==> src/rtl/rr_grant_scheduler_8_pkg.sv <==
// Shared types and constants for the 8-way round-robin grant scheduler.
`timescale 1ns/1ps
package rr_grant_scheduler_8_pkg;

    localparam int unsigned NUM_REQ = 8;
    localparam int unsigned ID_W    = 3;

    typedef enum logic [1:0] {
        IDLE  = 2'd0,
        GRANT = 2'd1,
        GAP   = 2'd2
    } state_e;

endpackage

==> src/rtl/rr_grant_scheduler_8_pick.sv <==
// Combinational round-robin winner search: rotate so ptr+1 is bit 0,
// take the lowest set bit, then rotate the index back.
`timescale 1ns/1ps
module rr_pick_8
    import rr_grant_scheduler_8_pkg::*;
(
    input  logic [NUM_REQ-1:0] req_i,
    input  logic [ID_W-1:0]    ptr_i,
    output logic               found_o,
    output logic [ID_W-1:0]    winner_o
);

    logic [ID_W-1:0]      start;
    logic [ID_W-1:0]      idx;
    logic [2*NUM_REQ-2:0] dbl;
    logic [NUM_REQ-1:0]   rot;

    assign start = ptr_i + ID_W'(1);
    assign dbl   = {req_i[NUM_REQ-2:0], req_i};
    assign rot   = dbl[start +: NUM_REQ];

    always_comb begin
        idx = '0;
        for (int i = NUM_REQ - 1; i >= 0; i--) begin
            if (rot[i]) begin
                idx = ID_W'(i);
            end
        end
    end

    assign found_o  = |req_i;
    assign winner_o = idx + start;

endmodule

==> src/rtl/rr_grant_scheduler_8.sv <==
// Round-robin arbiter for one 8-way resource: registered one-hot grant held
// until release or hold limit, followed by a fixed all-zero turnaround gap.
`timescale 1ns/1ps
module rr_grant_scheduler_8
    import rr_grant_scheduler_8_pkg::*;
#(
    parameter int unsigned MAX_HOLD   = 16,
    parameter int unsigned CNT_W      = 5,
    parameter int unsigned GAP_CYCLES = 1
) (
    input  logic               clk,
    input  logic               reset,
    input  logic               enable,
    input  logic [NUM_REQ-1:0] req,
    output logic [NUM_REQ-1:0] grant,
    output logic [ID_W-1:0]    grant_id,
    output logic               grant_valid,
    output logic               timeout
);

    localparam logic [CNT_W-1:0] HOLD_LAST = CNT_W'((MAX_HOLD == 0) ? 0 : MAX_HOLD - 1);
    localparam logic [2:0]       GAP_LAST  = 3'(GAP_CYCLES - 1);
    localparam logic [NUM_REQ-1:0] ONE     = {{(NUM_REQ-1){1'b0}}, 1'b1};

    state_e             state_q, state_d;
    logic [ID_W-1:0]    ptr_q, ptr_d;
    logic [CNT_W-1:0]   cnt_q, cnt_d;
    logic [2:0]         gap_q, gap_d;
    logic [NUM_REQ-1:0] grant_q, grant_d;
    logic [ID_W-1:0]    id_q, id_d;
    logic               valid_q, valid_d;
    logic               timeout_q, timeout_d;

    logic               found;
    logic [ID_W-1:0]    winner;
    logic               hold_expired;

    rr_pick_8 u_pick (
        .req_i    (req),
        .ptr_i    (ptr_q),
        .found_o  (found),
        .winner_o (winner)
    );

    assign hold_expired = (MAX_HOLD != 0) && (cnt_q == HOLD_LAST);

    // Next-state and next-output logic; release beats timeout on a tie.
    always_comb begin
        state_d   = state_q;
        ptr_d     = ptr_q;
        cnt_d     = cnt_q;
        gap_d     = gap_q;
        grant_d   = grant_q;
        id_d      = id_q;
        valid_d   = valid_q;
        timeout_d = 1'b0;

        case (state_q)
            IDLE: begin
                if (enable && found) begin
                    grant_d = ONE << winner;
                    id_d    = winner;
                    valid_d = 1'b1;
                    ptr_d   = winner;
                    cnt_d   = '0;
                    state_d = GRANT;
                end
            end
            GRANT: begin
                cnt_d = cnt_q + CNT_W'(1);
                if (!req[id_q] || !enable) begin
                    grant_d = '0;
                    valid_d = 1'b0;
                    gap_d   = '0;
                    state_d = GAP;
                end else if (hold_expired) begin
                    grant_d   = '0;
                    valid_d   = 1'b0;
                    timeout_d = 1'b1;
                    gap_d     = '0;
                    state_d   = GAP;
                end
            end
            GAP: begin
                gap_d = gap_q + 3'd1;
                if (gap_q == GAP_LAST) begin
                    state_d = IDLE;
                end
            end
            default: begin
                grant_d = '0;
                valid_d = 1'b0;
                state_d = IDLE;
            end
        endcase
    end

    always_ff @(posedge clk or posedge reset) begin
        if (reset) begin
            state_q   <= IDLE;
            ptr_q     <= ID_W'(NUM_REQ - 1);
            cnt_q     <= '0;
            gap_q     <= '0;
            grant_q   <= '0;
            id_q      <= '0;
            valid_q   <= 1'b0;
            timeout_q <= 1'b0;
        end else begin
            state_q   <= state_d;
            ptr_q     <= ptr_d;
            cnt_q     <= cnt_d;
            gap_q     <= gap_d;
            grant_q   <= grant_d;
            id_q      <= id_d;
            valid_q   <= valid_d;
            timeout_q <= timeout_d;
        end
    end

    assign grant       = grant_q;
    assign grant_id    = id_q;
    assign grant_valid = valid_q;
    assign timeout     = timeout_q;

endmodule
==> config.mk <==
export PLATFORM = sky130hd
export DESIGN_NAME = rr_grant_scheduler_8
export DESIGN_NICKNAME = d
export VERILOG_FILES = /design/src/rtl/rr_grant_scheduler_8_pkg.sv /design/src/rtl/rr_grant_scheduler_8_pick.sv /design/src/rtl/rr_grant_scheduler_8.sv
export SDC_FILE = /design/constraint.sdc
export NUM_CORES = 1
export LEC_CHECK = 0
export ABC_AREA = 1
export CORE_MARGIN = 10
export CORE_UTILIZATION = 45
export DETAILED_ROUTE_END_ITERATION = 12
export PLACE_DENSITY = 0.7
export SETUP_SLACK_MARGIN = 0.15
export SLEW_MARGIN = 20
export SYNTH_ARGS = -nofsm -noshare
export SYNTH_HDL_FRONTEND = slang
export SYNTH_SLANG_ARGS = --single-unit
==> constraint.sdc <==
create_clock -name clk -period 3 [get_ports clk]
set_input_delay 0.3 -clock clk [delete_from_list [all_inputs] [get_ports clk]]
set_output_delay 0.3 -clock clk [all_outputs]
set_load 0.005 [all_outputs]
==> results of run 1 <==
==> metal layers <==
layer	track usage	up-vias
li1	-	897
met1	0.146	801
met2	0.198	30
met3	0.0213	8
met4	0.0374	0
met5	0	-
==> stage by stage <==
step                 util  setup slack [ps]  area, um2  instances  hold slack [ps]
finish              0.589               188       2370        344              473
global route        0.589              5.17       2370        344              506
CTS                 0.560               185       2260        337              481
detailed placement  0.543             -29.2       2190        332              459
global placement    0.543              12.4       2190        332              455
floorplan               -               189       1890        257              338
==> layout by cell type, fill, tap and decap left out, drive strengths merged <==
master         synthesis  final
nand2                108    108
a21oi                  1      1
clkdlybuf4s50          0     23
nand3                 39     39
dfstp                  3      3
o22ai                  1      1
buf                    3     13
dfrtp                 23     23
nor3                   2      2
xnor2                  1      1
nand4                  2      2
a21boi                 1      1
or2                    1      1
nor2                  24     24
clkbuf                 0      4
o21ai                 13     13
o21bai                 1      1
inv                   25     25
ha                     6      6
fa                     1      1
xor2                   2      2
==> flip-flops by register name (all words and copies together), names as in the netlist <==
register	count
grant	8
cnt_q	5
gap_q	3
grant_id	3
ptr_q	3
state_q	2
grant_valid	1
timeout	1
==> worst min path at each step <==
stage,from,to,slack [ps],cells past startpoint
2_1_floorplan,reset,cnt_q[0],340,1
3_3_place_gp,ptr_q[1],ptr_q[1],460,2
3_5_place_dp,grant[5],grant[5],460,2
4_1_cts,grant[5],grant[5],480,2
5_1_grt,grant[5],grant[5],510,2
6_report,grant[5],grant[5],470,2
==> final cells by class <==
type,count,share of cell area
timing repair buffer,36,0.143
tap,50,0.0264
sequential,26,0.276
multi-input combinational,203,0.488
inverter,25,0.0480
clock buffer,4,0.0190
==> critical path: cells and delay by family (launching register included) <==
kind | cells | cell delay, ps
AND/OR/NAND/NOR | 12 | 780
adder cells (fa/ha/maj) | 3 | 740
flip-flops | 1 | 560
buffers and inverters | 3 | 330
XOR/XNOR | 1 | 150
AO/OA/AOI/OAI | 1 | 130
==> timing repair <==
action,CTS,global route
resized for setup,4,18
endpoints found under the setup margin,11,12
pin swaps,1,4
setup buffers,1,7
hold buffers,0,0
==> logic make-up after synthesis <==
family	synth area share
XOR/XNOR	0.0140
AO/OA/AOI/OAI	0.0486
AND/OR/NAND/NOR	0.466
adder cells (fa/ha/maj)	0.0506
buffers and inverters	0.0732
flip-flops	0.348
==> impl_metrics.env, run 1 <==
export IMPL_summed_negative_setup_slack_over_all_endpoints_ps=0
export IMPL_clk_transition_reported_paths_ps=90
export IMPL_grt_pass1_wl_mm=7.29
export IMPL_relative_slew_slack=0.362
export IMPL_met2_length_mm=2.10
export IMPL_setup_slack_of_the_most_critical_reg_to_reg_path_ps=190
export IMPL_yosysTopAreaCellShare=0.306
export IMPL_synth_net_count=275
export IMPL_reg2reg_depth=20
export IMPL_holdCritPathClass="reg -> reg"
export IMPL_diode_insertion_count_for_antenna_repair=0
export IMPL_h_tree_depth=1
export IMPL_cts_path_max_buffers=2
export IMPL_avgRoutedWirePerCell_um=12.7
export IMPL_drt_iter0_drc=106
export IMPL_sequential_cell_area_um2=654
export IMPL_routed_wirelength_mm=4.37
export IMPL_synth_edf_count=0
export IMPL_worst_clock_skew_ps=4.09
export IMPL_synth_async_reset_ratio=1.00
export IMPL_number_of_setup_violations_in_the_final_report=0
export IMPL_postSynthRegisterBits=26
export IMPL_core_um2=4030
export IMPL_initial_antenna_violation_count=0
export IMPL_post_route_drc_count=0
export IMPL_die_area_um2=7160
export IMPL_synth_largest_area_cell="sky130_fd_sc_hd__dfrtp_1"
export IMPL_synth_commonest_cells="sky130_fd_sc_hd__nand2_1, sky130_fd_sc_hd__nand3_1, sky130_fd_sc_hd__dfrtp_1"
export IMPL_multi_input_area_um2=1160
export IMPL_transition_time_at_the_pin_with_the_least_slew_margin_ps=956
export IMPL_grt_total_usage=0.117
export IMPL_routed_wl_met3_um=192
export IMPL_path_max_fanout=6
export IMPL_clock_tree_from_tritoncts="built"
export IMPL_synth_area_per_cell_um2=7.32
export IMPL_io_pin_count=24
export IMPL_die_width_um=84.6
export IMPL_rsz_0062_raised_after_global_routing="yes"
export IMPL_core_rowCount=23
export IMPL_crit_reg2reg_capture="grant[3]"
export IMPL_first_global_vias=1613
export IMPL_clk_latency_ps=260
export IMPL_die_height_um=84.6
export IMPL_synth_yosys_seq_area_share=0.348
export IMPL_crit_start="ptr_q[1]"
export IMPL_critPathArrivalTime_ps=2970
export IMPL_gp_congestion=0.826
export IMPL_overflow=0
export IMPL_final_layout_size_suffix_gt1_frac=0.238
export IMPL_post_synth_top_count_cell="sky130_fd_sc_hd__nand2_1"
export IMPL_fillerInstances=385
export IMPL_dr_total_vias=1736
export IMPL_synthesis_area_um2=1880
export IMPL_post_synth_inst_count=257
export IMPL_synth_ff_type="sky130_fd_sc_hd__dfrtp_1"
export IMPL_highest_layer="met4"
export IMPL_final_hold_violation_count=0
export IMPL_yosys_top_cells_area="sky130_fd_sc_hd__dfrtp_1, sky130_fd_sc_hd__nand2_1, sky130_fd_sc_hd__nand3_1"
export IMPL_worstPathCellList="ha_4, buf_6, nand3_2, nand3_1, nand2_2, nand2_1, nand2_1, nand2_1, nand2_1, nand2_1, a21boi_2, ha_2, inv_1, fa_2, xnor2_2, buf_4, nand2_4, nand2_4, nand2_1, nand2_1"
export IMPL_status="complete, no violations"
export IMPL_detail_route_antenna_nets=0
export IMPL_period_minus_slack_ps=2810
export IMPL_crit_type="reg -> reg"
export IMPL_area_growth_synth_to_final_pct=26.1
export IMPL_half_perimeter_wire_length_after_placement_mm=3.31
export IMPL_cts_root_buf="sky130_fd_sc_hd__clkbuf_8"
export IMPL_drv_slew=0
export IMPL_clock_buffers_created_by_tritoncts=3
export IMPL_grt_start_max_net_pins=27
export IMPL_initial_core_utilization=0.467
export IMPL_yosys_warnings=0
export IMPL_worst_setup_path_end_kind="flip-flop"
export IMPL_crit_path_largest_cell_delay_ps=560
export IMPL_critical_path_most_common_cell="sky130_fd_sc_hd__nand2_1"
export IMPL_clock_sinks=26
export IMPL_via_per_inst=5.05
export IMPL_critical_path_endpoint="grant[3]"
export IMPL_data_required_time_of_the_worst_path_ps=3160
export IMPL_placement_io_buffers=23
export IMPL_drt_first_pass_iters=4
export IMPL_drv_max_cap_violation_count=0
export IMPL_worstSetupStartpointType="flip-flop"
export IMPL_worst_r2r_startpoint="ptr_q[1]"
export IMPL_finalCritPeriodShare=0.937
export IMPL_timing_critical_path_slowest_stage_cell="sky130_fd_sc_hd__dfstp_2"
export IMPL_fmax_mhz=356
export IMPL_fin_nets=313
export IMPL_met1_length_mm=2.00
export IMPL_post_synth_num_cell_types=29
Power of run 1 is left out: the tool's default activity adds up to more than one toggle a clock period on the data nets, which glitch-free logic cannot reach.
==> run 2, diff against run 1 <==
--- a/config.mk
+++ b/config.mk
@@ -6,7 +6,7 @@
 export NUM_CORES = 1
 export LEC_CHECK = 0
 export ABC_AREA = 1
-export CORE_MARGIN = 10
+export CORE_MARGIN = 2
 export CORE_UTILIZATION = 45
 export DETAILED_ROUTE_END_ITERATION = 12
 export PLACE_DENSITY = 0.7
==> impl_metrics.env, run 2 (synthesis gave the netlist of run 1 again) <==
export IMPL_relative_slew_slack=0.357
export IMPL_grt_pass1_wl_mm=6.80
export IMPL_worstSetupStartpointType="flip-flop"
export IMPL_groute_layer_met1_usage=0.246
export IMPL_die_width_um=68.6
export IMPL_gp_congestion=0.791
export IMPL_core_um2=4000
export IMPL_sequential_cell_area_um2=654
export IMPL_period_minus_slack_ps=2840
export IMPL_largest_reg_flops=8
export IMPL_cts_path_max_buffers=2
export IMPL_dr_total_vias=1775
export IMPL_timing_critical_path_max_delay_family="simple AND/OR/NAND/NOR gates"
export IMPL_grt_busiest_layer="met2"
export IMPL_path_max_fanout=6
export IMPL_worstPathCellList="ha_4, inv_4, nand3_2, nand2_1, nand2_1, nand2_1, nand2_1, nand2_1, nand2_1, nand2_1, nand2_1, a21boi_1, ha_2, inv_2, fa_2, xnor2_2, buf_4, nand2_4, nand2_4, nand2_1, nand2_1"
export IMPL_initial_core_utilization=0.470
export IMPL_final_instance_count_excl_fillers=350
export IMPL_die_area_um2=4710
export IMPL_finish_utilization=0.608
export IMPL_placement_io_buffers=23
export IMPL_fillerInstances=367
export IMPL_half_perimeter_wire_length_after_placement_mm=3.08
export IMPL_rsz_0062_raised_after_global_routing="yes"
export IMPL_final_layout_size_suffix_gt1_frac=0.277
export IMPL_drt_iter0_drc=106
export IMPL_via_per_inst=5.07
export IMPL_drv_slew=0
export IMPL_final_hold_violation_count=0
export IMPL_first_global_vias=1609
export IMPL_grt_total_usage=0.190
export IMPL_data_required_time_of_the_worst_path_ps=3160
export IMPL_summed_negative_setup_slack_over_all_endpoints_ps=0
export IMPL_number_of_setup_violations_in_the_final_report=0
export IMPL_die_height_um=68.6
export IMPL_area_growth_synth_to_final_pct=29.3
export IMPL_place_ws_ps=-20.0
export IMPL_initial_antenna_violation_count=0
export IMPL_io_pin_count=24
export IMPL_critical_path_most_common_cell="sky130_fd_sc_hd__nand2_1"
export IMPL_worst_setup_path_end_kind="flip-flop"
export IMPL_clock_buffers_created_by_tritoncts=3
export IMPL_overflow=0
export IMPL_routed_wirelength_mm=4.28
export IMPL_clock_tree_from_tritoncts="built"
export IMPL_cp_buffers_inverters=3
export IMPL_mostFrequentLayoutCell="sky130_fd_sc_hd__nand2_1"
export IMPL_core_rowCount=23
export IMPL_final_critical_path_setup_slack_ps=164
export IMPL_layout_common_cells="sky130_fd_sc_hd__nand2_1, sky130_fd_sc_hd__dfrtp_1, sky130_fd_sc_hd__clkdlybuf4s50_1"
export IMPL_worst_clock_skew_ps=4.82
export IMPL_crit_type="reg -> reg"
export IMPL_avgRoutedWirePerCell_um=12.2
export IMPL_critPathArrivalTime_ps=2990
export IMPL_drv_max_cap_violation_count=0
export IMPL_cts_root_buf="sky130_fd_sc_hd__clkbuf_8"
export IMPL_holdCritPathClass="reg -> reg"
export IMPL_fmax_mhz=353
export IMPL_multi_input_area_um2=1180
export IMPL_cts_hold_buffers=0
export IMPL_placed_cells_incl_taps=332
export IMPL_fin_nets=319
export IMPL_clock_sinks=26
export IMPL_transition_time_at_the_pin_with_the_least_slew_margin_ps=964
export IMPL_clk_latency_ps=260
export IMPL_diode_insertion_count_for_antenna_repair=0
export IMPL_drt_first_pass_iters=4
export IMPL_status="complete, no violations"
export IMPL_grt_start_max_net_pins=27
export IMPL_groute_layer_met3_usage=0.0179
export IMPL_timing_critical_path_slowest_stage_cell="sky130_fd_sc_hd__dfstp_2"
export IMPL_detail_route_antenna_nets=0
export IMPL_h_tree_depth=1
export IMPL_crit_path_largest_cell_delay_ps=580
export IMPL_post_route_drc_count=0
export IMPL_grt_util_met2=0.335
export IMPL_finalCritPeriodShare=0.945
export IMPL_clk_transition_reported_paths_ps=90
==> run 2: timing repair <==
item	CTS	global route
resized for setup	7	23
hold endpoints to repair	0	0
setup endpoints to repair	12	11
setup buffers	3	10
pin swaps	1	6
gates cloned	1	0
==> run 2: cell type report <==
cell class / count / share of cell area
multi-input cells: 203 / 0.485
clock buffers: 4 / 0.0185
flip-flops and latches: 26 / 0.269
well taps: 50 / 0.0257
repair inverters: 1 / 0.00309
repair buffers: 41 / 0.154
inverters: 25 / 0.0448
==> run 2: path summary, 6_finish.rpt <==
kind,from,end,slack (ps),depth (start not counted)
setup / recovery,ptr_q[0],grant[1],160,21
hold / removal,grant[4],grant[4],470,2
setup reg to reg,ptr_q[0],grant[1],160,21
hold reg to reg,grant[4],grant[4],470,2
max in group asynchronous,reset,grant[2],1860,2
min in group asynchronous,reset,grant[4],550,2
==> run 2: worst min-delay path, delay by kind of cell (launching register included) <==
| kind | cells | cell delay [ps] |
|---|---|---|
| simple gates | 2 | 100 |
| flops | 1 | 350 |
==> run 2: stage by stage <==
step,hold slack [ps],instance area (um2)
floorplan,338,1890
global placement,458,2190
detailed placement,462,2190
CTS,480,2280
global route,493,2430
finish,475,2430
==> run 2: per-layer routing <==
metal  vias to the layer above  part of all wire
met5                         -                 0
met4                         0             0.013
met3                         6             0.029
met2                        44              0.50
met1                       816              0.46
li1                        909                 -
Power of run 2 is left out for the same reason.
==> run 3, diff against run 2 <==
--- a/config.mk
+++ b/config.mk
@@ -5,11 +5,10 @@
 export SDC_FILE = /design/constraint.sdc
 export NUM_CORES = 1
 export LEC_CHECK = 0
-export ABC_AREA = 1
 export CORE_MARGIN = 2
 export CORE_UTILIZATION = 45
 export DETAILED_ROUTE_END_ITERATION = 12
-export PLACE_DENSITY = 0.7
+export PLACE_DENSITY = 0.69
 export SETUP_SLACK_MARGIN = 0.15
 export SLEW_MARGIN = 20
 export SYNTH_ARGS = -nofsm -noshare
==> impl_metrics.env, run 3 <==
export IMPL_worst_setup_path_end_kind="flip-flop"
export IMPL_final_layout_size_suffix_gt1_frac=0.326
export IMPL_clk_latency_ps=260
export IMPL_placement_io_buffers=23
export IMPL_largest_reg_flops=8
export IMPL_yosys_top_cells_area="sky130_fd_sc_hd__dfrtp_1, sky130_fd_sc_hd__mux4_2, sky130_fd_sc_hd__o21ai_0"
export IMPL_die_height_um=71.4
export IMPL_detail_route_antenna_nets=0
export IMPL_drt_iter0_drc=122
export IMPL_synth_commonest_cells="sky130_fd_sc_hd__dfrtp_1, sky130_fd_sc_hd__nor2_1, sky130_fd_sc_hd__o21ai_0"
export IMPL_initial_antenna_violation_count=0
export IMPL_post_route_drc_count=0
export IMPL_h_tree_depth=1
export IMPL_placed_cells_incl_taps=322
export IMPL_drv_slew=0
export IMPL_yosys_warnings=0
export IMPL_worstSetupStartpointType="flip-flop"
export IMPL_cts_path_max_buffers=2
export IMPL_finalCritPeriodShare=1.11
export IMPL_cts_hold_buffers=0
export IMPL_number_of_setup_violations_in_the_final_report=12
export IMPL_gp_congestion=0.939
export IMPL_mostFrequentLayoutCell="sky130_fd_sc_hd__buf_4"
export IMPL_die_width_um=71.4
export IMPL_grt_pass1_wl_mm=8.89
export IMPL_routed_wirelength_mm=5.70
export IMPL_crit_type="reg -> reg"
export IMPL_post_synth_top_count_cell="sky130_fd_sc_hd__dfrtp_1"
export IMPL_first_global_vias=1880
export IMPL_via_per_inst=5.97
export IMPL_finish_utilization=0.643
export IMPL_cts_root_buf="sky130_fd_sc_hd__clkbuf_8"
export IMPL_area_growth_synth_to_final_pct=36.9
export IMPL_relative_slew_slack=0.388
export IMPL_cellPowerDensity_nw_per_um2=1360
export IMPL_clock_sinks=26
export IMPL_core_um2=4350
export IMPL_half_perimeter_wire_length_after_placement_mm=3.80
export IMPL_clock_buffers_created_by_tritoncts=3
export IMPL_synthesis_area_um2=2040
export IMPL_rsz_0062_raised_after_global_routing="yes"
export IMPL_final_critical_path_setup_slack_ps=-327
export IMPL_worst_clock_skew_ps=0.946
export IMPL_final_instance_count_excl_fillers=334
export IMPL_post_synth_num_cell_types=52
export IMPL_synth_yosys_seq_area_share=0.320
export IMPL_irDropWorstVdd_mv=0.518
export IMPL_synth_net_count=239
export IMPL_path_max_fanout=6
export IMPL_initial_core_utilization=0.469
export IMPL_violations="negative setup slack"
export IMPL_post_synth_inst_count=221
export IMPL_synth_async_reset_ratio=1.00
export IMPL_io_pin_count=24
export IMPL_synth_ff_type="sky130_fd_sc_hd__dfrtp_1"
export IMPL_critPathArrivalTime_ps=3490
export IMPL_layout_common_cells="sky130_fd_sc_hd__buf_4, sky130_fd_sc_hd__dfrtp_1, sky130_fd_sc_hd__clkdlybuf4s50_1"
export IMPL_diode_insertion_count_for_antenna_repair=0
export IMPL_fmax_mhz=301
export IMPL_core_rowCount=24
export IMPL_synth_largest_area_cell="sky130_fd_sc_hd__dfrtp_1"
export IMPL_final_hold_violation_count=0
export IMPL_post_route_cell_area_um2=2800
export IMPL_synth_edf_count=0
export IMPL_power_leakage_uw=0.00119
export IMPL_clk_transition_reported_paths_ps=80
export IMPL_dr_total_vias=1993
export IMPL_drt_first_pass_iters=4
export IMPL_grt_start_max_net_pins=27
export IMPL_avgRoutedWirePerCell_um=17.1
export IMPL_drv_max_cap_violation_count=0
export IMPL_grt_total_usage=0.217
export IMPL_die_area_um2=5100
export IMPL_transition_time_at_the_pin_with_the_least_slew_margin_ps=912
export IMPL_place_ws_ps=-354
export IMPL_synth_area_per_cell_um2=9.25
export IMPL_status="finished, violations left"
export IMPL_yosysTopAreaCellShare=0.282
export IMPL_clock_tree_from_tritoncts="built"
export IMPL_fin_nets=301
export IMPL_reg2reg_depth=14
export IMPL_overflow=0
export IMPL_holdCritPathClass="in -> async"
export IMPL_data_required_time_of_the_worst_path_ps=3160
export IMPL_area_post_placement_um2=2560
export IMPL_hold_ws_ps=437
export IMPL_postSynthRegisterBits=26
export IMPL_period_minus_slack_ps=3330
run 3: cell types whose count changed in the layout (fill, tap and decap cells not counted), moves of 6 or more:
cell,previous run,this run
sky130_fd_sc_hd__nor3_1,2,8
sky130_fd_sc_hd__inv_1,19,10
sky130_fd_sc_hd__nand3_2,16,0
sky130_fd_sc_hd__nand3_1,21,4
sky130_fd_sc_hd__nand2_2,19,0
sky130_fd_sc_hd__o21ai_0,11,17
sky130_fd_sc_hd__nand2_1,83,16
sky130_fd_sc_hd__nand2_4,6,0
sky130_fd_sc_hd__o211ai_1,0,7
sky130_fd_sc_hd__buf_4,14,49
run 3: kinds of logic (layout without fill, tap and decap cells):
logic type	count (synthesis)	count (layout)	synth area share
and+or+nand+nor	75	75	0.184
xor gates and xnor gates	4	5	0.0208
muxes	12	12	0.107
AOI/OAI and AO/OA	66	66	0.230
DFF	26	26	0.320
adders and majority gates	7	7	0.0465
buffers and inverters	31	91	0.0906
run 3: critical path, cell delays in order, from the launching register on:
cell and delay [ps]:
sky130_fd_sc_hd__dfstp_2 560, sky130_fd_sc_hd__ha_4 230, sky130_fd_sc_hd__buf_6 150, sky130_fd_sc_hd__nor2b_4 130, sky130_fd_sc_hd__a2111oi_0 80, sky130_fd_sc_hd__a21o_1 200
sky130_fd_sc_hd__o21a_1 190, sky130_fd_sc_hd__o22a_1 190, sky130_fd_sc_hd__o32ai_2 130, sky130_fd_sc_hd__ha_2 220, sky130_fd_sc_hd__inv_2 40, sky130_fd_sc_hd__fa_2 380
sky130_fd_sc_hd__xnor2_4 300, sky130_fd_sc_hd__xnor2_2 160, sky130_fd_sc_hd__a22o_2 270
run 3: area by class of cell:
| cell class | count | area, um2 |
|---|---|---|
| Fill cell | 355 | 1560 |
| Multi-Input combinational cell | 165 | 1360 |
| Sequential cell | 26 | 654 |
| Timing Repair Buffer | 75 | 632 |
| Tap cell | 52 | 65.1 |
| Clock buffer | 4 | 45.0 |
| Inverter | 12 | 45.0 |
run 3: report_power, final:
group	internal, uW	switching, uW
Clock	94.9	104
Sequential	482	127
Combinational	1550	1440
Total	2120	1670
run 3: what timing repair did:
item	in CTS	in global routing
resized for setup	7	21
setup endpoints to repair	12	12
setup buffers	0	7
cloned	0	1
pin swaps	0	2
run 3: metal layers:
metal  global-route usage  vias to the layer above  share of wire
met5                    0                        -              0
met4               0.0440                        0          0.021
met3               0.0394                       12          0.045
met2                0.345                       60           0.48
met1                0.312                      976           0.45
li1                     -                      945              -
run 3: final timing paths:
| kind | start | slack, ps | end |
|---|---|---|---|
| hold reg to reg | grant_valid | 480 | grant_valid |
| max in group asynchronous | reset | 2140 | state_q[1] |
| min in group clk | grant_valid | 480 | grant_valid |
| hold / removal | reset | 440 | grant_valid |
| setup reg to reg | ptr_q[0] | -330 | grant[7] |
| setup / recovery | ptr_q[0] | -330 | grant[7] |
run 3: through the flow:
stage,setup TNS (ps),power [uW]
2_1_floorplan,-1950,2240
3_3_place_gp,-2490,2860
3_5_place_dp,-3290,2900
4_1_cts,-1670,3270
5_1_grt,-5020,4070
6_report,-3180,3790
Note: power is estimated with default switching activity, not from simulation.
